$ cat config.mk
export PLATFORM = sky130hd
export DESIGN_NAME = ex_mem_flag_stage
export DESIGN_NICKNAME = d
export VERILOG_FILES = /design/src/rtl/ex_mem_flag_stage.sv
export SDC_FILE = /design/constraint.sdc
export NUM_CORES = 1
export LEC_CHECK = 0
export BUFFER_PORTS_ARGS = -buffer_cell sky130_fd_sc_hd__buf_2
export CORE_ASPECT_RATIO = 0.9
export CORE_UTILIZATION = 43
export CTS_BUF_LIST = sky130_fd_sc_hd__clkbuf_4 sky130_fd_sc_hd__clkbuf_8
export DETAILED_ROUTE_END_ITERATION = 10
export PLACE_DENSITY = 0.81
export SLEW_MARGIN = 10
export SYNTH_ARGS = -nofsm -noshare
export SYNTH_HDL_FRONTEND = slang
export SYNTH_SLANG_ARGS = --single-unit
export TNS_END_PERCENT = 100
$ cat constraint.sdc
create_clock -name clk -period 1.6 [get_ports clk]
set_clock_uncertainty 0.05 [all_clocks]
set_input_delay 0.32 -clock clk [delete_from_list [all_inputs] [get_ports clk]]
set_output_delay 0.32 -clock clk [all_outputs]
set_load 0.05 [all_outputs]
$ cat src/rtl/ex_mem_flag_stage.sv
// EX/MEM stage: registers ALU result, owns the {N,Z,V} flag register, resolves branches.
// Define FLAG_BYPASS_EN to forward in-flight EX flags to the branch instead of raising a hazard.
module ex_mem_flag_stage #(
  parameter int DATA_W = 16,
  parameter int REG_AW = 4
) (
  input  logic              clk,
  input  logic              rst,
  input  logic              ex_valid,
  input  logic              ex_is_alu,
  input  logic [2:0]        ex_op,
  input  logic [DATA_W-1:0] ex_alu_out,
  input  logic [2:0]        ex_flag,
  input  logic              ex_wr_reg,
  input  logic [REG_AW-1:0] ex_rd,
  input  logic              br_valid,
  input  logic [2:0]        br_ccc,
  input  logic              stall,
  input  logic              flush,
  output logic              mem_valid,
  output logic [DATA_W-1:0] mem_alu_out,
  output logic              mem_wr_reg,
  output logic [REG_AW-1:0] mem_rd,
  output logic [2:0]        flag_q,
  output logic              br_taken,
  output logic              br_hazard
);

  logic              valid_q, valid_d;
  logic [DATA_W-1:0] alu_q, alu_d;
  logic              wr_q, wr_d;
  logic [REG_AW-1:0] rd_q, rd_d;
  logic [2:0]        flag_d;
  logic [2:0]        flag_en;
  logic              pending;
  logic [2:0]        f;
  logic              cond;

  // Per-bit flag write enables {N,Z,V} by opcode
  always_comb begin
    flag_en = 3'b000;
    case (ex_op)
      3'd0, 3'd1:             flag_en = 3'b111;
      3'd3, 3'd4, 3'd5, 3'd6: flag_en = 3'b010;
      default:                flag_en = 3'b000;
    endcase
  end

  assign pending = ex_valid & ex_is_alu & ~flush & (|flag_en);

`ifdef FLAG_BYPASS_EN
  logic [2:0] fwd_en;
  assign fwd_en    = pending ? flag_en : 3'b000;
  assign f         = (flag_q & ~fwd_en) | (ex_flag & fwd_en);
  assign br_hazard = 1'b0;
`else
  assign f         = flag_q;
  assign br_hazard = br_valid & pending & (br_ccc != 3'b111);
`endif

  always_comb begin
    cond = 1'b0;
    case (br_ccc)
      3'b000:  cond = ~f[1];
      3'b001:  cond = f[1];
      3'b010:  cond = ~f[1] & ~f[2];
      3'b011:  cond = f[2];
      3'b100:  cond = f[1] | ~f[2];
      3'b101:  cond = f[2] | f[1];
      3'b110:  cond = f[0];
      default: cond = 1'b1;
    endcase
  end

  assign br_taken = br_valid & cond & ~br_hazard;

  always_comb begin
    valid_d = valid_q;
    alu_d   = alu_q;
    wr_d    = wr_q;
    rd_d    = rd_q;
    flag_d  = flag_q;
    if (flush) begin
      valid_d = 1'b0;
      wr_d    = 1'b0;
    end else if (!stall) begin
      valid_d = ex_valid;
      alu_d   = ex_alu_out;
      wr_d    = ex_valid & ex_wr_reg;
      rd_d    = ex_rd;
      if (ex_valid & ex_is_alu)
        flag_d = (flag_q & ~flag_en) | (ex_flag & flag_en);
    end
  end

  always_ff @(posedge clk) begin
    if (rst) begin
      valid_q <= 1'b0;
      alu_q   <= '0;
      wr_q    <= 1'b0;
      rd_q    <= '0;
      flag_q  <= 3'b000;
    end else begin
      valid_q <= valid_d;
      alu_q   <= alu_d;
      wr_q    <= wr_d;
      rd_q    <= rd_d;
      flag_q  <= flag_d;
    end
  end

  assign mem_valid   = valid_q;
  assign mem_alu_out = alu_q;
  assign mem_wr_reg  = wr_q;
  assign mem_rd      = rd_q;

endmodule
==> run_results.csv, run 1 <==
group,metric,value,unit
critical_path,timing.critical_path.from_type,"register",
pwr,peakVddDrop,0.734,mV
placement,post_placement_setup_slack,-0.188,ns
synthesis,postSynthNetCount,163,
final_layout,antenna_cells,0,
critical_path,cp_top_family,"simple AND/OR/NAND/NOR gates",
worst_hold_path,path_type_of_the_worst_min_delay_path,"input pin to register",
floorplan,io_pins,64,
routing,routed_wl,2430,um
routing,initialDrtViolationCount,7,
critical_path,crit_buf_inv,2,
final_layout,syn_to_final_growth,44.8,%
grt,grt_antenna_before_repair,0,
critical_path,worst_path_max_delay_cell,"sky130_fd_sc_hd__or4b_4",
placement,portBuffers,63,
synthesis,seq_area_frac_synth,0.500,
final_layout,num-fill-cells,203,
pwr,share_seq_of_total_power,0.549,
critical_path,worst-endpoint-required,1.23,ns
grt,grt_max_degree,26,
routing,antenna_violating_nets_left,0,
critical_path,path_cells,"inv_2, or4b_4, o2111a_2, buf_8",
floorplan,dieWidth,52.9,um
pwr,internal-power,0.832,mW
sta,finalSetupViolCount,1,
sta,worst_slew_pin_slew,0.435,ns
sta,timing.final.ws_setup,-0.286,ns
run_status,failed_checks,"setup timing",
clock_network,clkSlewWorstSetupHoldPaths,0.13,ns
routing,dr_total_vias,1074,
synthesis,synthesis.instances,126,
placement,gp_congestion,0.794,
grt,grt_most_used_layer,"met2",
pwr,pwr_density_cell,827,nW/um^2
sta,maxSlewHeadroom,0.710,
clock_network,tritoncts,"yes",
sta,drv_slew,0,
pwr,design_power_total,1.20,mW
clock_network,ctsRootBufferMaster,"sky130_fd_sc_hd__clkbuf_4",
synthesis,post_synth_instance_area,1000,sq um
run_status,status,"complete, but fails checks",
synthesis,avgSynthCellArea,7.94,sq um
grt,grt_use_met1,0.235,
final_layout,post-route-util,0.664,
floorplan,core.rowCount,16,
sta,clock.fmax,0.530,GHz
routing,drt_pass_1_iters,3,
critical_path,worst-setup-path-type,"register to output pin",
floorplan,initial_utilization,0.459,
clock_network,cts-hold-fix-buffers,0,
sta,post-route-period-util,1.18,
sta,timing.setup.tns,-0.286,ns
clock_network,clock_path_buffers,2,
sta,finalCriticalPeriod,1.89,ns
sta,finalHoldViolations,0,
sta,grt_setup_unrepaired,"true",
flow_run,drv.max_cap_violation_count,0,
pwr,power_switching,0.366,mW
clock_network,level_count_of_the_clock_h_tree,1,
floorplan,die_height,47.8,um
routing,drc,0,
critical_path,critPathArrivalTime,1.52,ns
grt,met2_usage,0.339,
worst_hold_path,holdCritStartpoint,"ex_alu_out[8]",
critical_path,slowest_delay,0.50,ns
final_layout,num-nets-final,230,
synthesis,yosys_warnings,0,
final_layout,layout-drive-gt1-share,0.438,
clock_network,cts_inserted_buffers,3,
critical_path,timing.critical_path.fanout_max,4,
synthesis,synth_seq_cells,25,
clock_network,tritoncts_num_sinks,25,
grt,grt_util_all_layers,0.192,
pwr,share_clk_of_total_power,0.222,
synthesis,ys_types,22,
grt,grt_first_pass_wirelength,3520,um
placement,dp_hpwl,1820,um
routing,via_per_inst,4.90,
critical_path,critPathCaptureType,"output pin",
pwr,sw_frac_of_total,0.306,
pwr,power.combinational.fraction,0.229,
pwr,leakagePower,0.685,nW
grt,grt_pass1_vias,920,
routing,wire_per_inst,11.1,um
grt,groute.layer.met3.usage,0.0413,
clock_network,insertion_delay,0.30,ns
grt,grt-ovfl-total,0,
floorplan,core_area,2180,sq um
floorplan,die_area,2520,sq um
critical_path,critical_path.reg2reg.startpoint,"mem_wr_reg$_SDFFE_PP0N_",
[final cells by class]
type	instances	area (sq um)	area share
clock buffer	3	22.5	0.0155
multi-input combinational	92	497	0.343
clock inverter	1	5.00	0.00345
timing repair buffer	69	377	0.260
sequential	25	507	0.350
tap	27	33.8	0.0233
inverter	2	7.51	0.00518
[path summary, 6_finish.rpt]
| path | to | slack [ns] | cells after the start |
|---|---|---|---|
| min reg2reg | mem_alu_out[8]$_SDFFE_PP0P_ | 0.41 | 2 |
| min | mem_alu_out[8]$_SDFFE_PP0P_ | 0.19 | 3 |
| max reg2reg | mem_wr_reg$_SDFFE_PP0N_ | 0.86 | 2 |
| max | br_taken | -0.29 | 4 |
[worst min-delay path: cells and delay by family]
| family | cells | cell delay [ns] |
|---|---|---|
| buf+inv | 1 | 0.10 |
| compound gates | 1 | 0.05 |
| simple gates | 1 | 0.05 |
[Yosys cell counts]
cell / count / area share
sky130_fd_sc_hd__nor2b_1: 1 / 0.0063
sky130_fd_sc_hd__xnor2_1: 1 / 0.0088
sky130_fd_sc_hd__o22ai_1: 1 / 0.0063
sky130_fd_sc_hd__nor2_1: 5 / 0.019
sky130_fd_sc_hd__o2111a_1: 1 / 0.011
sky130_fd_sc_hd__or3_4: 1 / 0.011
sky130_fd_sc_hd__nand4bb_1: 2 / 0.022
sky130_fd_sc_hd__mux2i_1: 3 / 0.030
sky130_fd_sc_hd__or2_2: 1 / 0.0063
sky130_fd_sc_hd__a21oi_1: 24 / 0.12
sky130_fd_sc_hd__a31oi_1: 1 / 0.0063
sky130_fd_sc_hd__clkbuf_1: 7 / 0.026
sky130_fd_sc_hd__nand4b_1: 1 / 0.0088
sky130_fd_sc_hd__o21ai_0: 1 / 0.0050
sky130_fd_sc_hd__nand2_1: 42 / 0.16
sky130_fd_sc_hd__a22oi_1: 1 / 0.0075
sky130_fd_sc_hd__nor3_1: 3 / 0.015
sky130_fd_sc_hd__o211ai_1: 1 / 0.0075
sky130_fd_sc_hd__a21boi_0: 1 / 0.0075
sky130_fd_sc_hd__or4b_1: 1 / 0.010
sky130_fd_sc_hd__inv_1: 2 / 0.0075
sky130_fd_sc_hd__dfxtp_1: 25 / 0.50
[metrics by stage]
| stage | hold WS, ns | instances | area, sq um |
|---|---|---|---|
| after global routing | 0.173 | 219 | 1450 |
| after detailed placement | 0.396 | 214 | 1380 |
| after floorplan | 0.349 | 126 | 1020 |
| after CTS | 0.172 | 219 | 1430 |
| after global placement | 0.389 | 214 | 1380 |
| final | 0.186 | 219 | 1450 |
[power groups by stage]
stage	sequential [mW]	clock [mW]	combinational [mW]
after floorplan	0.759	0	0.0783
after global placement	0.671	0	0.260
after detailed placement	0.672	0	0.266
after CTS	0.658	0.281	0.272
after global routing	0.661	0.304	0.295
final	0.658	0.266	0.274
[cell families (layout without fill, tap and decap cells)]
kind of cell           Yosys count  in the layout  synth area share
AND/OR/NAND/NOR                 57             57             0.256
multiplexers                     3              3            0.0300
AO/OA/AOI/OAI                   31             31             0.171
XOR/XNOR                         1              1           0.00875
flip-flops                      25             25             0.500
buffers and inverters            9             75            0.0338
[layout by cell type, fill, tap and decap left out, drive strengths merged]
| master | n |
|---|---|
| o2111a | 1 |
| nand4bb | 2 |
| nand4b | 1 |
| nor2b | 1 |
| or3 | 1 |
| a22oi | 1 |
| or2 | 1 |
| o21ai | 1 |
| nor2 | 5 |
| dfxtp | 25 |
| inv | 2 |
| a21boi | 1 |
| mux2i | 3 |
| xnor2 | 1 |
| nor3 | 3 |
| a21oi | 24 |
| or4b | 1 |
| o22ai | 1 |
| clkbuf | 3 |
| clkinv | 1 |
| nand2 | 42 |
| o211ai | 1 |
| buf | 69 |
| a31oi | 1 |
[repair_timing]
item | in CTS | in global routing
buffers inserted | 1 | 0
setup endpoints to repair | 2 | 2
pin swaps | 2 | 1
gates resized for setup | 5 | 4
[metal layers]
metal	vias up	routed length, um	share of wire
li1	557	-	-
met1	482	1060	0.43
met2	33	1210	0.50
met3	2	149	0.061
met4	0	15	0.0062
met5	-	0	0
(Power assumes the default switching activity.)
==> inputs of run 2 (changes only) <==
--- a/config.mk
+++ b/config.mk
@@ -11,6 +11,7 @@
 export CTS_BUF_LIST = sky130_fd_sc_hd__clkbuf_4 sky130_fd_sc_hd__clkbuf_8
 export DETAILED_ROUTE_END_ITERATION = 10
 export PLACE_DENSITY = 0.81
+export RECOVER_POWER = 100
 export SLEW_MARGIN = 10
 export SYNTH_ARGS = -nofsm -noshare
 export SYNTH_HDL_FRONTEND = slang
==> run_results.csv, run 2 (same netlist as run 1, synthesis figures left out) <==
group,metric,value,unit
run_status,status,"complete, but fails checks",
run_status,failed_checks,"setup timing",
clock_network,tritoncts_num_sinks,25,
clock_network,ctsRootBufferMaster,"sky130_fd_sc_hd__clkbuf_4",
critical_path,crit_buf_inv,2,
final_layout,num-fill-cells,206,
routing,via_per_inst,4.89,
critical_path,timing.critical_path.fanout_max,4,
final_layout,leading_cell_types_in_the_layout_fill_and_taps_excluded,"42 x sky130_fd_sc_hd__nand2_1, 36 x sky130_fd_sc_hd__buf_2, 24 x sky130_fd_sc_hd__clkbuf_2",
sta,timing.final.ws_setup,-0.286,ns
placement,gp_congestion,0.794,
clock_network,tritoncts,"yes",
grt,grt_first_pass_wirelength,3520,um
clock_network,clock_path_buffers,2,
sta,grt_setup_unrepaired,"true",
critical_path,worst_r2r_path_depth,2,
final_layout,antenna_cells,0,
clock_network,cts-hold-fix-buffers,0,
critical_path,critPathCaptureType,"output pin",
routing,drt_pass_1_iters,4,
final_layout,design_area,1440,sq um
critical_path,path_cells,"inv_2, or4b_4, o2111a_2, buf_8",
sta,drv_slew,0,
routing,drc,0,
final_layout,syn_to_final_growth,43.8,%
grt,grt_pass1_vias,920,
floorplan,initial_utilization,0.459,
pwr,peakVddDrop,0.732,mV
routing,wire_per_inst,11.1,um
routing,dr_total_vias,1071,
pwr,internal-power,0.829,mW
final_layout,area_used_by_multi_input_combinational_logic,492,sq um
grt,grt_util_all_layers,0.192,
placement,post_placement_setup_slack,-0.188,ns
pwr,pwr_density_cell,831,nW/um^2
pwr,power.combinational.fraction,0.227,
final_layout,num-nets-final,230,
final_layout,post-route-util,0.659,
pwr,power_switching,0.367,mW
final_layout,combined_flip_flop_and_latch_cell_area,507,sq um
critical_path,timing.critical_path.from_type,"register",
floorplan,dieWidth,52.9,um
grt,grt_max_degree,26,
final_layout,layout-drive-gt1-share,0.417,
floorplan,core_area,2180,sq um
routing,initialDrtViolationCount,6,
floorplan,die_height,47.8,um
critical_path,cp_top_family,"simple AND/OR/NAND/NOR gates",
pwr,design_power_total,1.20,mW
pwr,sw_frac_of_total,0.307,
sta,maxSlewHeadroom,0.560,
sta,finalHoldViolations,0,
clock_network,level_count_of_the_clock_h_tree,1,
clock_network,insertion_delay,0.30,ns
sta,finalSetupViolCount,1,
placement,dp_hpwl,1820,um
critical_path,worst-endpoint-required,1.23,ns
flow_run,drv.max_cap_violation_count,0,
placement,placed_cell_area,1380,sq um
grt,grt_antenna_before_repair,0,
final_layout,layout_commonest_cell,"sky130_fd_sc_hd__nand2_1",
grt,grt-ovfl-total,0,
sta,post-route-period-util,1.18,
sta,finalCriticalPeriod,1.89,ns
clock_network,clkSlewWorstSetupHoldPaths,0.13,ns
critical_path,slowest_delay,0.50,ns
pwr,leakagePower,0.658,nW
worst_hold_path,path_type_of_the_worst_min_delay_path,"input pin to register",
routing,antenna_violating_nets_left,0,
pwr,share_seq_of_total_power,0.551,
pwr,share_clk_of_total_power,0.222,
floorplan,io_pins,64,
critical_path,critPathArrivalTime,1.52,ns
critical_path,worst_path_max_delay_cell,"sky130_fd_sc_hd__or4b_4",
sta,clock.fmax,0.530,GHz
critical_path,path_depth,4,
floorplan,die_area,2520,sq um
sta,worst_slew_pin_slew,0.660,ns
critical_path,worst-setup-path-type,"register to output pin",
floorplan,core.rowCount,16,
placement,portBuffers,63,
clock_network,cts_inserted_buffers,3,
routing,routed_wl,2430,um
worst_hold_path,worstHoldPathCells,3,
-- run 2: cell count changes in the layout (fill, tap and decap cells not counted), sizes merged --
cell	change
buf	-26
clkbuf	+26
-- run 2: power groups by stage --
| stage | clock network [mW] | registers [mW] | logic [mW] |
|---|---|---|---|
| 2_1_floorplan | 0 | 0.759 | 0.0783 |
| 3_3_place_gp | 0 | 0.671 | 0.260 |
| 3_5_place_dp | 0 | 0.672 | 0.266 |
| 4_1_cts | 0.281 | 0.658 | 0.272 |
| 5_1_grt | 0.304 | 0.662 | 0.292 |
| 6_report | 0.266 | 0.659 | 0.271 |
-- run 2: what timing repair did --
| item | CTS | global route |
|---|---|---|
| gates cloned | 0 | 0 |
| endpoints found under the hold margin | 0 | 0 |
| pin swaps | 2 | 1 |
| endpoints found under the setup margin | 2 | 2 |
| resized for setup | 5 | 4 |
| setup buffers | 1 | 0 |
-- run 2: worst reg2reg max path: stages, from the launching register on --
cell and delay [ns]:
sky130_fd_sc_hd__dfxtp_1 0.33, sky130_fd_sc_hd__a22oi_1 0.19, sky130_fd_sc_hd__nor3_1 0.06
-- run 2: worst paths after layout --
check	from	endpoint	slack, ns
setup / recovery	register	br_taken	-0.29
hold / removal	ex_alu_out[8]	mem_alu_out[8]$_SDFFE_PP0P_	0.19
setup reg to reg	mem_wr_reg$_SDFFE_PP0N_	mem_wr_reg$_SDFFE_PP0N_	0.85
hold reg to reg	mem_alu_out[8]$_SDFFE_PP0P_	mem_alu_out[8]$_SDFFE_PP0P_	0.42
-- run 2: cell type report --
class / count / area share
inverters: 2 / 0.00522
clock inverters: 1 / 0.00348
well taps: 27 / 0.0235
clock buffers: 3 / 0.0157
repair buffers: 69 / 0.258
flip-flops and latches: 25 / 0.352
multi-input cells: 92 / 0.342
-- run 2: through the flow --
step                      setup TNS [ns]  hold slack, ns  instances
after floorplan                -0.000799           0.349        126
after global placement            -0.210           0.389        214
after detailed placement          -0.275           0.396        214
after CTS                         -0.350           0.172        219
after global routing              -0.340           0.173        219
final                             -0.286           0.187        219
-- run 2: layer usage --
layer / wire length (um) / GRT usage
met5: 0 / 0
met4: 15 / 0.0684
met3: 143 / 0.0413
met2: 1210 / 0.339
met1: 1060 / 0.235
